===== src/rtl/adderc_mp_seq_if.sv =====
// Request/response bundle for adderc_mp_seq.
// The requester uses the master modport and the sequencer uses the slave modport.
// out_ovf exists only when ADDERC_MP_SEQ_OVF_EN is defined.
interface adderc_mp_seq_if #(
    parameter int WIDTH  = 16,
    parameter int NWORDS = 4
);
    logic                     in_valid;
    logic                     in_ready;
    logic [NWORDS*WIDTH-1:0]  in_a;
    logic [NWORDS*WIDTH-1:0]  in_b;
    logic                     in_sub;
    logic                     in_cin;
    logic                     out_valid;
    logic                     out_ready;
    logic [NWORDS*WIDTH-1:0]  out_sum;
    logic                     out_cout;
`ifdef ADDERC_MP_SEQ_OVF_EN
    logic                     out_ovf;
`endif

    modport master (
        output in_valid, in_a, in_b, in_sub, in_cin, out_ready,
`ifdef ADDERC_MP_SEQ_OVF_EN
        input  out_ovf,
`endif
        input  in_ready, out_valid, out_sum, out_cout
    );

    modport slave (
        input  in_valid, in_a, in_b, in_sub, in_cin, out_ready,
`ifdef ADDERC_MP_SEQ_OVF_EN
        output out_ovf,
`endif
        output in_ready, out_valid, out_sum, out_cout
    );
endinterface


===== src/rtl/adderc_mp_seq.sv =====
// Multi-precision add/sub sequencer built around one narrow adderc instance.
// Wide operands are pushed through the adder one WIDTH-bit chunk per step,
// least significant word first, with each chunk's carry chained into the next.
// Optional feature macro: ADDERC_MP_SEQ_OVF_EN adds the signed-overflow output out_ovf.

// Narrow adder: out = a + (sub_nadd ? ~b : b) + cin, with the carry on cout.
module adderc #(
    parameter int WIDTH      = 16,
    parameter int IS_REG_OUT = 1
) (
    input  logic             clk,
    input  logic             srst,
    input  logic             enable,
    input  logic             sub_nadd,
    input  logic [WIDTH-1:0] a,
    input  logic [WIDTH-1:0] b,
    input  logic             cin,
    output logic [WIDTH-1:0] out,
    output logic             cout
);
    logic [WIDTH:0] raw;

    // Full-width sum with one extra bit for the carry.
    always_comb begin
        raw = {1'b0, a} + {1'b0, (sub_nadd ? ~b : b)} + {{WIDTH{1'b0}}, cin};
    end

    generate
        if (IS_REG_OUT != 0) begin : g_reg
            // Registered result, updated every enabled cycle.
            always_ff @(posedge clk) begin
                if (srst) begin
                    out  <= '0;
                    cout <= 1'b0;
                end else if (enable) begin
                    out  <= raw[WIDTH-1:0];
                    cout <= raw[WIDTH];
                end
            end
        end else begin : g_comb
            // Combinational result straight from the sum.
            always_comb begin
                out  = raw[WIDTH-1:0];
                cout = raw[WIDTH];
            end
        end
    endgenerate
endmodule

module adderc_mp_seq #(
    parameter int WIDTH      = 16,
    parameter int NWORDS     = 4,
    parameter int IS_REG_OUT = 1
) (
    input logic            clk,
    input logic            srst,
    adderc_mp_seq_if.slave bus
);
    localparam int TOTAL = NWORDS * WIDTH;
    localparam int IDX_W = (NWORDS > 1) ? $clog2(NWORDS) : 1;
    localparam logic [IDX_W-1:0] LAST_IDX = IDX_W'(NWORDS - 1);

    typedef enum logic [1:0] {
        IDLE,
        ISSUE,
        WAIT,
        DONE
    } state_t;

    state_t           state;
    state_t           next_state;
    logic [TOTAL-1:0] a_reg;
    logic [TOTAL-1:0] b_reg;
    logic [TOTAL-1:0] sum_reg;
    logic             sub_reg;
    logic             carry;
    logic             cout_reg;
    logic [IDX_W-1:0] idx;
    logic             accept;
    logic             write_word;
    logic             last_word;
    logic [WIDTH-1:0] chunk_a;
    logic [WIDTH-1:0] chunk_b;
    logic [WIDTH-1:0] chunk_sum;
    logic             chunk_cout;
`ifdef ADDERC_MP_SEQ_OVF_EN
    logic             ovf_reg;
`endif

    // Select the operand chunk currently being worked on.
    always_comb begin
        chunk_a = a_reg[int'(idx)*WIDTH +: WIDTH];
        chunk_b = b_reg[int'(idx)*WIDTH +: WIDTH];
    end

    adderc #(
        .WIDTH      (WIDTH),
        .IS_REG_OUT (IS_REG_OUT)
    ) u_adderc (
        .clk      (clk),
        .srst     (srst),
        .enable   (1'b1),
        .sub_nadd (sub_reg),
        .a        (chunk_a),
        .b        (chunk_b),
        .cin      (carry),
        .out      (chunk_sum),
        .cout     (chunk_cout)
    );

    assign last_word = (idx == LAST_IDX);

    // State register; reset always returns to IDLE and abandons any operation.
    always_ff @(posedge clk) begin
        if (srst) begin
            state <= IDLE;
        end else begin
            state <= next_state;
        end
    end

    // Next-state logic plus the accept and word-write strobes for the datapath.
    always_comb begin
        next_state = state;
        accept     = 1'b0;
        write_word = 1'b0;
        case (state)
            IDLE: begin
                if (bus.in_valid) begin
                    accept     = 1'b1;
                    next_state = ISSUE;
                end
            end
            ISSUE: begin
                if (IS_REG_OUT != 0) begin
                    next_state = WAIT;
                end else begin
                    write_word = 1'b1;
                    next_state = last_word ? DONE : ISSUE;
                end
            end
            WAIT: begin
                write_word = 1'b1;
                next_state = last_word ? DONE : ISSUE;
            end
            DONE: begin
                if (bus.out_ready) begin
                    next_state = IDLE;
                end
            end
            default: begin
                next_state = IDLE;
            end
        endcase
    end

    // Capture the request, then collect result words and chain the carry.
    always_ff @(posedge clk) begin
        if (srst) begin
            a_reg    <= '0;
            b_reg    <= '0;
            sum_reg  <= '0;
            sub_reg  <= 1'b0;
            carry    <= 1'b0;
            cout_reg <= 1'b0;
            idx      <= '0;
`ifdef ADDERC_MP_SEQ_OVF_EN
            ovf_reg  <= 1'b0;
`endif
        end else if (accept) begin
            a_reg    <= bus.in_a;
            b_reg    <= bus.in_b;
            sub_reg  <= bus.in_sub;
            carry    <= bus.in_cin;
            sum_reg  <= '0;
            cout_reg <= 1'b0;
            idx      <= '0;
`ifdef ADDERC_MP_SEQ_OVF_EN
            ovf_reg  <= 1'b0;
`endif
        end else if (write_word) begin
            sum_reg[int'(idx)*WIDTH +: WIDTH] <= chunk_sum;
            carry <= chunk_cout;
            if (last_word) begin
                cout_reg <= chunk_cout;
`ifdef ADDERC_MP_SEQ_OVF_EN
                ovf_reg  <= (a_reg[TOTAL-1] == (sub_reg ? ~b_reg[TOTAL-1] : b_reg[TOTAL-1]))
                            & (chunk_sum[WIDTH-1] != a_reg[TOTAL-1]);
`endif
            end else begin
                idx <= idx + IDX_W'(1);
            end
        end
    end

    // Outputs are masked outside DONE so a partial result is never visible.
    always_comb begin
        bus.in_ready  = (state == IDLE);
        bus.out_valid = (state == DONE);
        bus.out_sum   = (state == DONE) ? sum_reg : '0;
        bus.out_cout  = (state == DONE) ? cout_reg : 1'b0;
`ifdef ADDERC_MP_SEQ_OVF_EN
        bus.out_ovf   = (state == DONE) ? ovf_reg : 1'b0;
`endif
    end
endmodule


===== src/flat_wrapper.sv =====
// flat-port wrapper written by rule: the top's interface ports become plain ports
module adderc_mp_seq_flat 
#(
    parameter int WIDTH      = 16,
    parameter int NWORDS     = 4,
    parameter int IS_REG_OUT = 1
)
  (clk, srst, bus_in_valid, bus_in_a, bus_in_b, bus_in_sub, bus_in_cin, bus_out_ready, bus_in_ready, bus_out_valid, bus_out_sum, bus_out_cout);
  adderc_mp_seq_if #(.WIDTH(WIDTH), .NWORDS(NWORDS)) bus_i ();
  input logic clk;
  input logic srst;
  input wire logic [$bits(bus_i.in_valid)-1:0] bus_in_valid;
  input wire logic [$bits(bus_i.in_a)-1:0] bus_in_a;
  input wire logic [$bits(bus_i.in_b)-1:0] bus_in_b;
  input wire logic [$bits(bus_i.in_sub)-1:0] bus_in_sub;
  input wire logic [$bits(bus_i.in_cin)-1:0] bus_in_cin;
  input wire logic [$bits(bus_i.out_ready)-1:0] bus_out_ready;
  output wire logic [$bits(bus_i.in_ready)-1:0] bus_in_ready;
  output wire logic [$bits(bus_i.out_valid)-1:0] bus_out_valid;
  output wire logic [$bits(bus_i.out_sum)-1:0] bus_out_sum;
  output wire logic [$bits(bus_i.out_cout)-1:0] bus_out_cout;
  assign bus_i.in_valid = bus_in_valid;
  assign bus_i.in_a = bus_in_a;
  assign bus_i.in_b = bus_in_b;
  assign bus_i.in_sub = bus_in_sub;
  assign bus_i.in_cin = bus_in_cin;
  assign bus_i.out_ready = bus_out_ready;
  assign bus_in_ready = bus_i.in_ready;
  assign bus_out_valid = bus_i.out_valid;
  assign bus_out_sum = bus_i.out_sum;
  assign bus_out_cout = bus_i.out_cout;
  adderc_mp_seq #(.WIDTH(WIDTH), .NWORDS(NWORDS), .IS_REG_OUT(IS_REG_OUT)) u_core (.clk(clk), .srst(srst), .bus(bus_i));
endmodule

===== config.mk =====
export PLATFORM = sky130hd
export DESIGN_NAME = adderc_mp_seq_flat
export DESIGN_NICKNAME = d
export VERILOG_FILES = /design/src/rtl/adderc_mp_seq_if.sv /design/src/rtl/adderc_mp_seq.sv /design/src/flat_wrapper.sv
export SDC_FILE = /design/constraint.sdc
export NUM_CORES = 1
export LEC_CHECK = 0
export ABC_CLOCK_PERIOD_IN_PS = 6600
export BUFFER_PORTS_ARGS = -buffer_cell sky130_fd_sc_hd__buf_4
export CORE_MARGIN = 2
export CORE_UTILIZATION = 55
export CTS_CLUSTER_SIZE = 14
export DETAILED_ROUTE_END_ITERATION = 8
export PLACE_DENSITY = 0.88
export SYNTH_ARGS = -nofsm -noshare
export SYNTH_HDL_FRONTEND = slang
export SYNTH_HIERARCHICAL = 1
export SYNTH_SLANG_ARGS = --single-unit

===== constraint.sdc =====
create_clock -name clk -period 6.6 [get_ports clk]
set_input_delay 0.66 -clock clk [delete_from_list [all_inputs] [get_ports clk]]
set_output_delay 0.66 -clock clk [all_outputs]
set_load 0.02 [all_outputs]

# Word-level counts from Yosys, hierarchy flattened
# Cells that the tools add are included.
dict set report word_totals {
  input_bits 134
  reg_bits 216
  wordCells 45
}
dict set report op_classes {
  bitwise_logic 2
  eq_ne 6
  muxes 13
  n_reduce_logical 6
  add_sub_neg 4
  shifts 4
}
# op n
set op_table {}
lappend op_table {{$shiftx 64x7->16} 2}
lappend op_table {{$bwmux 64} 1}
lappend op_table {{$mux 64} 1}
lappend op_table {{$shift 16x33->64 const A} 1}
lappend op_table {{$shiftx 16x33->64} 1}
lappend op_table {{$neg 6->33} 1}
lappend op_table {{$add 16x16->17} 1}
lappend op_table {{$add 17x1->17} 1}
lappend op_table {{$mux 16} 1}
lappend op_table {{$not 16->16} 1}
lappend op_table {{$pmux 2 s4} 1}
lappend op_table {{$eq 2x2->1 const B} 3}
lappend op_table {{$mux 1} 6}
lappend op_table {{$mux 2} 3}
lappend op_table {{$reduce_and 2->1} 3}
lappend op_table {{$ne 2x2->1 const B} 2}
lappend op_table {{$add 2x1->2 const B} 1}
lappend op_table {{$eq 2x1->1 const B} 1}
lappend op_table {{$logic_not 2->1} 1}
lappend op_table {{$reduce_bool 2->1} 1}
lappend op_table {{$reduce_or 2->1} 1}
lappend op_table {{$not 1->1} 1}

# Logic depth before layout (Yosys ltp)
dict set report logic_depth {
  ltp_word 5
  depth_mapped 13
  ltp_nobuf 10
}

# Modules after synthesis
# Netlist, hierarchy kept.
# mod area_each_um2 cells_per_inst n_inst
set by_module_without_submodules {}
lappend by_module_without_submodules {adderc_mp_seq 8498.2 949 1}
lappend by_module_without_submodules {adderc 1493.9 175 1}

# Least setup slack after synthesis
# No wires, ideal clock.
dict set report synth_timing {
  kind {register -> register}
  from {register u_core.idx[0]}
  to {register u_core.u_adderc.out[12]}
  period_less_slack_ns 3.415
  arrival_time_ns 3.335
  required_ns 6.521
  path_buffers 2
  path_stages_with_launch 13
  setup_slack_ns 3.185
  path_cell_list {dfxtp_1 > buf_6 > buf_2 > mux4_2 > xnor2_1 > fa_1 > fa_1 > and2b_1 > o2111ai_2 > a211oi_2 > o22ai_1 > xor2_1 > a211oi_2}
}
dict set report synth_between {
  elab_chain_len 5
  word_cells_on_any_way 6
  classes_between {add/sub: 2; shift: 2; mux: 1; bitwise: 1}
}
# item line_no
set synth_lines {}
lappend synth_lines {{start: declaration} adderc_mp_seq.sv:78} ;# logic [IDX_W-1:0] idx;
lappend synth_lines {{start signal: assignment} adderc_mp_seq.sv:191} ;# idx <= idx + IDX_W'(1);
lappend synth_lines {{$shiftx 64x7->16 *} adderc_mp_seq.sv:93} ;# chunk_b = b_reg[int'(idx)*WIDTH +: WIDTH];
lappend synth_lines {{via u_core.chunk_b[0]} adderc_mp_seq.sv:83} ;# logic [WIDTH-1:0] chunk_b;
lappend synth_lines {{$not 16->16} adderc_mp_seq.sv:25} ;# raw = {1'b0, a} + {1'b0, (sub_nadd ? ~b : b)} + {{WIDTH{1'b0}}, cin};
lappend synth_lines {{$mux 16 *} adderc_mp_seq.sv:25}
lappend synth_lines {{$add 16x16->17 *} adderc_mp_seq.sv:25}
lappend synth_lines {{$add 17x1->17 *} adderc_mp_seq.sv:25}
lappend synth_lines {{end signal: assignment} adderc_mp_seq.sv:36} ;# out <= raw[WIDTH-1:0];
lappend synth_lines {{end: declaration} adderc_mp_seq.sv:18} ;# output logic [WIDTH-1:0] out,
# Mark *: on every way through the listed nets, which the timed path passes. The rest lies on a longest branch.
# A chain may end at the register's enable or synchronous reset.

# Worst setup path after layout
dict set report layout_timing {
  from {register u_core.idx[1]}
  to {register u_core.u_adderc.out[12]}
}
# The elaborated chain is that of the path after synthesis.

==> results.yml <==
floorplanning:
  core.rowCount: 49
  die_h_um: 139
  die_w_um: 139
  die_area_um2: 19300
  ios: 201
  core_um2: 17900
  start_util_pct: 55.8
pwr:
  power_density_nw_per_um2: 255
  total_leakage_power_uw: 0.00504
  vdd_drop_max_uv: 195
routing:
  drt_iter0_drc: 758
  post_drt_wl_per_cell_um: 17.6
  drc: 0
  ant_nets: 0
  num_vias: 8823
  firstDrtPassIters: 5
  wirelength_mm: 26.5
  vias_per_cell: 5.85
critical_path:
  cp-startpoint: "u_core/idx[1]"
  slowest_stage: "dfxtp_2"
  crit_arrival_ns: 4.12
  cp-end-kind: "flip-flop"
  r2r_slack_ns: 2.89
  cp-endpoint: "u_core/u_adderc/out[12]"
  cp-start-kind: "flip-flop"
  timing.rr.end: "u_core/u_adderc/out[12]"
  reg2reg_from: "u_core/idx[1]"
  worstPathMaxFanout: 37
  cpPeakStageDelay_ns: 0.96
  required_ns: 7.02
  path_class: "flip-flop to flip-flop"
  reg2reg_depth: 10
  path_cells: "mux4_2 -> xnor2_1 -> fa_1 -> fa_1 -> and2b_1 -> o2111ai_2 -> a211oi_2 -> o22ai_1 -> xor2_1 -> a211oi_2"
clock_tree:
  htree_levels: 1
  numClockSinks: 216
  ctsLongestPathBuffers: 3
  cts_hold_buffers: 0
  insertion_delay_ns: 0.51
  clk_pin_slew_ns: 0.06
  cts_resized: 0
  root_buffer: "clkbuf_16"
  tritoncts: "yes"
  cts_buffers: 22
  post-cts-setup-buffers: 0
grt:
  grt_max_degree: 109
  grt_pass1_wl_mm: 42.1
  grt-ovfl-total: 0
  first_global_vias: 8418
  antenna_found_initial: 0
  grt_usage_pct: 26.2
yosys:
  synth.cell_area_um2: 9990
  syn_avg_cell_area_um2: 8.89
  yosysWarningCount: 6
  synth_edf_count: 0
  ys_ff_latch: 216
  async_flop_share_pct: 0
  ys_seq_area_share_pct: 43.3
  synth_xor_xnor_area_share_pct: 2.45
  synth_fa_ha_area_share_pct: 3.03
  synthMuxAreaShare_pct: 8.24
  ys_types: 62
  synth_compound_area_share_pct: 15.3
  synth_top_family_by_area: "simple AND/OR/NAND/NOR gates"
  synthCells: 1124
  synthFlopType: "dfxtp_1"
  yosys.area_share.simple_pct: 21.1
placed_design:
  numPortBuffers: 200
  hpwl_mm: 17.9
  gp_congestion: 0.862
finish:
  multi_input_area_um2: 5020
  regArea_um2: 4330
  finalNetCount: 1421
  layout-drive-gt1-share_pct: 24.1
  n_antenna_cell: 0
  syn2layout_area_growth_pct: 20.2
  nFillCells: 1377
  finish.utilization_pct: 67.1
  final_common_cell: "nand2_1"
  layout_common_cells: "288 x nand2_1, 212 x dfxtp_1, 205 x buf_4"
timing:
  rsz0062_at_grt: "false"
  finalHoldViolCount: 0
  hold-worst-slack_ns: 0.399
  period_needed_ns: 3.71
  slew_viol_final: 0
  worstMarginPinSlew_ns: 1.22
  fin_skew_ns: 0.0181
  setup_tns_ns: 0
  max_freq_ghz: 0.270
  max_slew_margin_pct: 18.4
  finalCritPeriodShare_pct: 56.1
  setup_viol: 0
run_status:
  status: "complete, no violations"
worst_hold_path:
  holdCritPathClass: "input port to flip-flop"
flow_run:
  maxCapViolCount: 0
layout make-up:
type,count,area share [%]
Tap cell,229,2.38
Timing Repair Buffer,205,12.8
Multi-Input combinational cell,794,41.8
Clock buffer,31,5.28
Inverter,25,0.781
Clock inverter,9,0.906
Sequential cell,216,36.0
worst max-delay path: cells and delay by family, from the launching register on:
kind,cells,cell delay [ns]
flops,1,0.96
fa+ha+maj,2,0.85
compound gates,4,0.79
mux,1,0.43
xor+xnor,2,0.32
simple gates,1,0.25
report_power, final:
group	total [uW]	internal, uW	leakage, uW	switching, uW
Combinational	373	161	0.00291	211
Sequential	1430	1370	0.00176	59.8
Clock	1260	751	0.000367	508
Total	3060	2280	0.00504	779
worst min path at each step:
stage                            start                  to  slack, ns  cells after the start
CTS                       bus_in_b[41]    u_core/b_reg[41]       0.39                      3
finish                    bus_in_b[11]    u_core/b_reg[11]       0.40                      3
global placement    u_core/sum_reg[15]  u_core/sum_reg[15]       0.44                      2
detailed placement    u_core/b_reg[44]    u_core/b_reg[44]       0.44                      2
global route              bus_in_b[30]    u_core/b_reg[30]       0.39                      3
floorplan           u_core/sum_reg[16]  u_core/sum_reg[16]       0.43                      1
cell families (layout without fill, tap and decap cells):
logic type | after synthesis | count (layout)
fa+ha+maj | 23 | 23
xor+xnor | 28 | 28
compound gates | 250 | 250
buf+inv | 117 | 270
other cells | 1 | 4
flops | 216 | 216
simple gates | 447 | 447
mux | 42 | 42
cell usage after synthesis, types with 19 or more instances:
library cell	count	area, um^2
a21oi_1	154	771
and3_1	67	419
buf_6	26	293
clkbuf_1	46	173
dfxtp_1	216	4320
ha_1	21	263
inv_1	25	93.8
mux4_2	32	721
nand2_1	288	1080
nor2_1	24	90.1
o22ai_1	21	131
xor2_1	19	166
metal layers:
layer	GRT usage, %	vias to the layer above	share of wire (%)
li1	-	4183	-
met1	34.5	4155	41
met2	43.8	426	48
met3	5.70	59	8.3
met4	7.76	0	2.7
met5	0	-	0
through the flow:
step                      power (uW)  instance area [um^2]  cells  setup WS (ns)
after floorplan                 1700                 10000   1127           3.19
after global placement          1800                 11300   1469           3.04
after detailed placement        1810                 11300   1469           3.00
after CTS                       3060                 12000   1509           2.95
after global routing            3160                 12000   1509           2.70
final                           3060                 12000   1509           2.89
(Power assumes the default switching activity.)
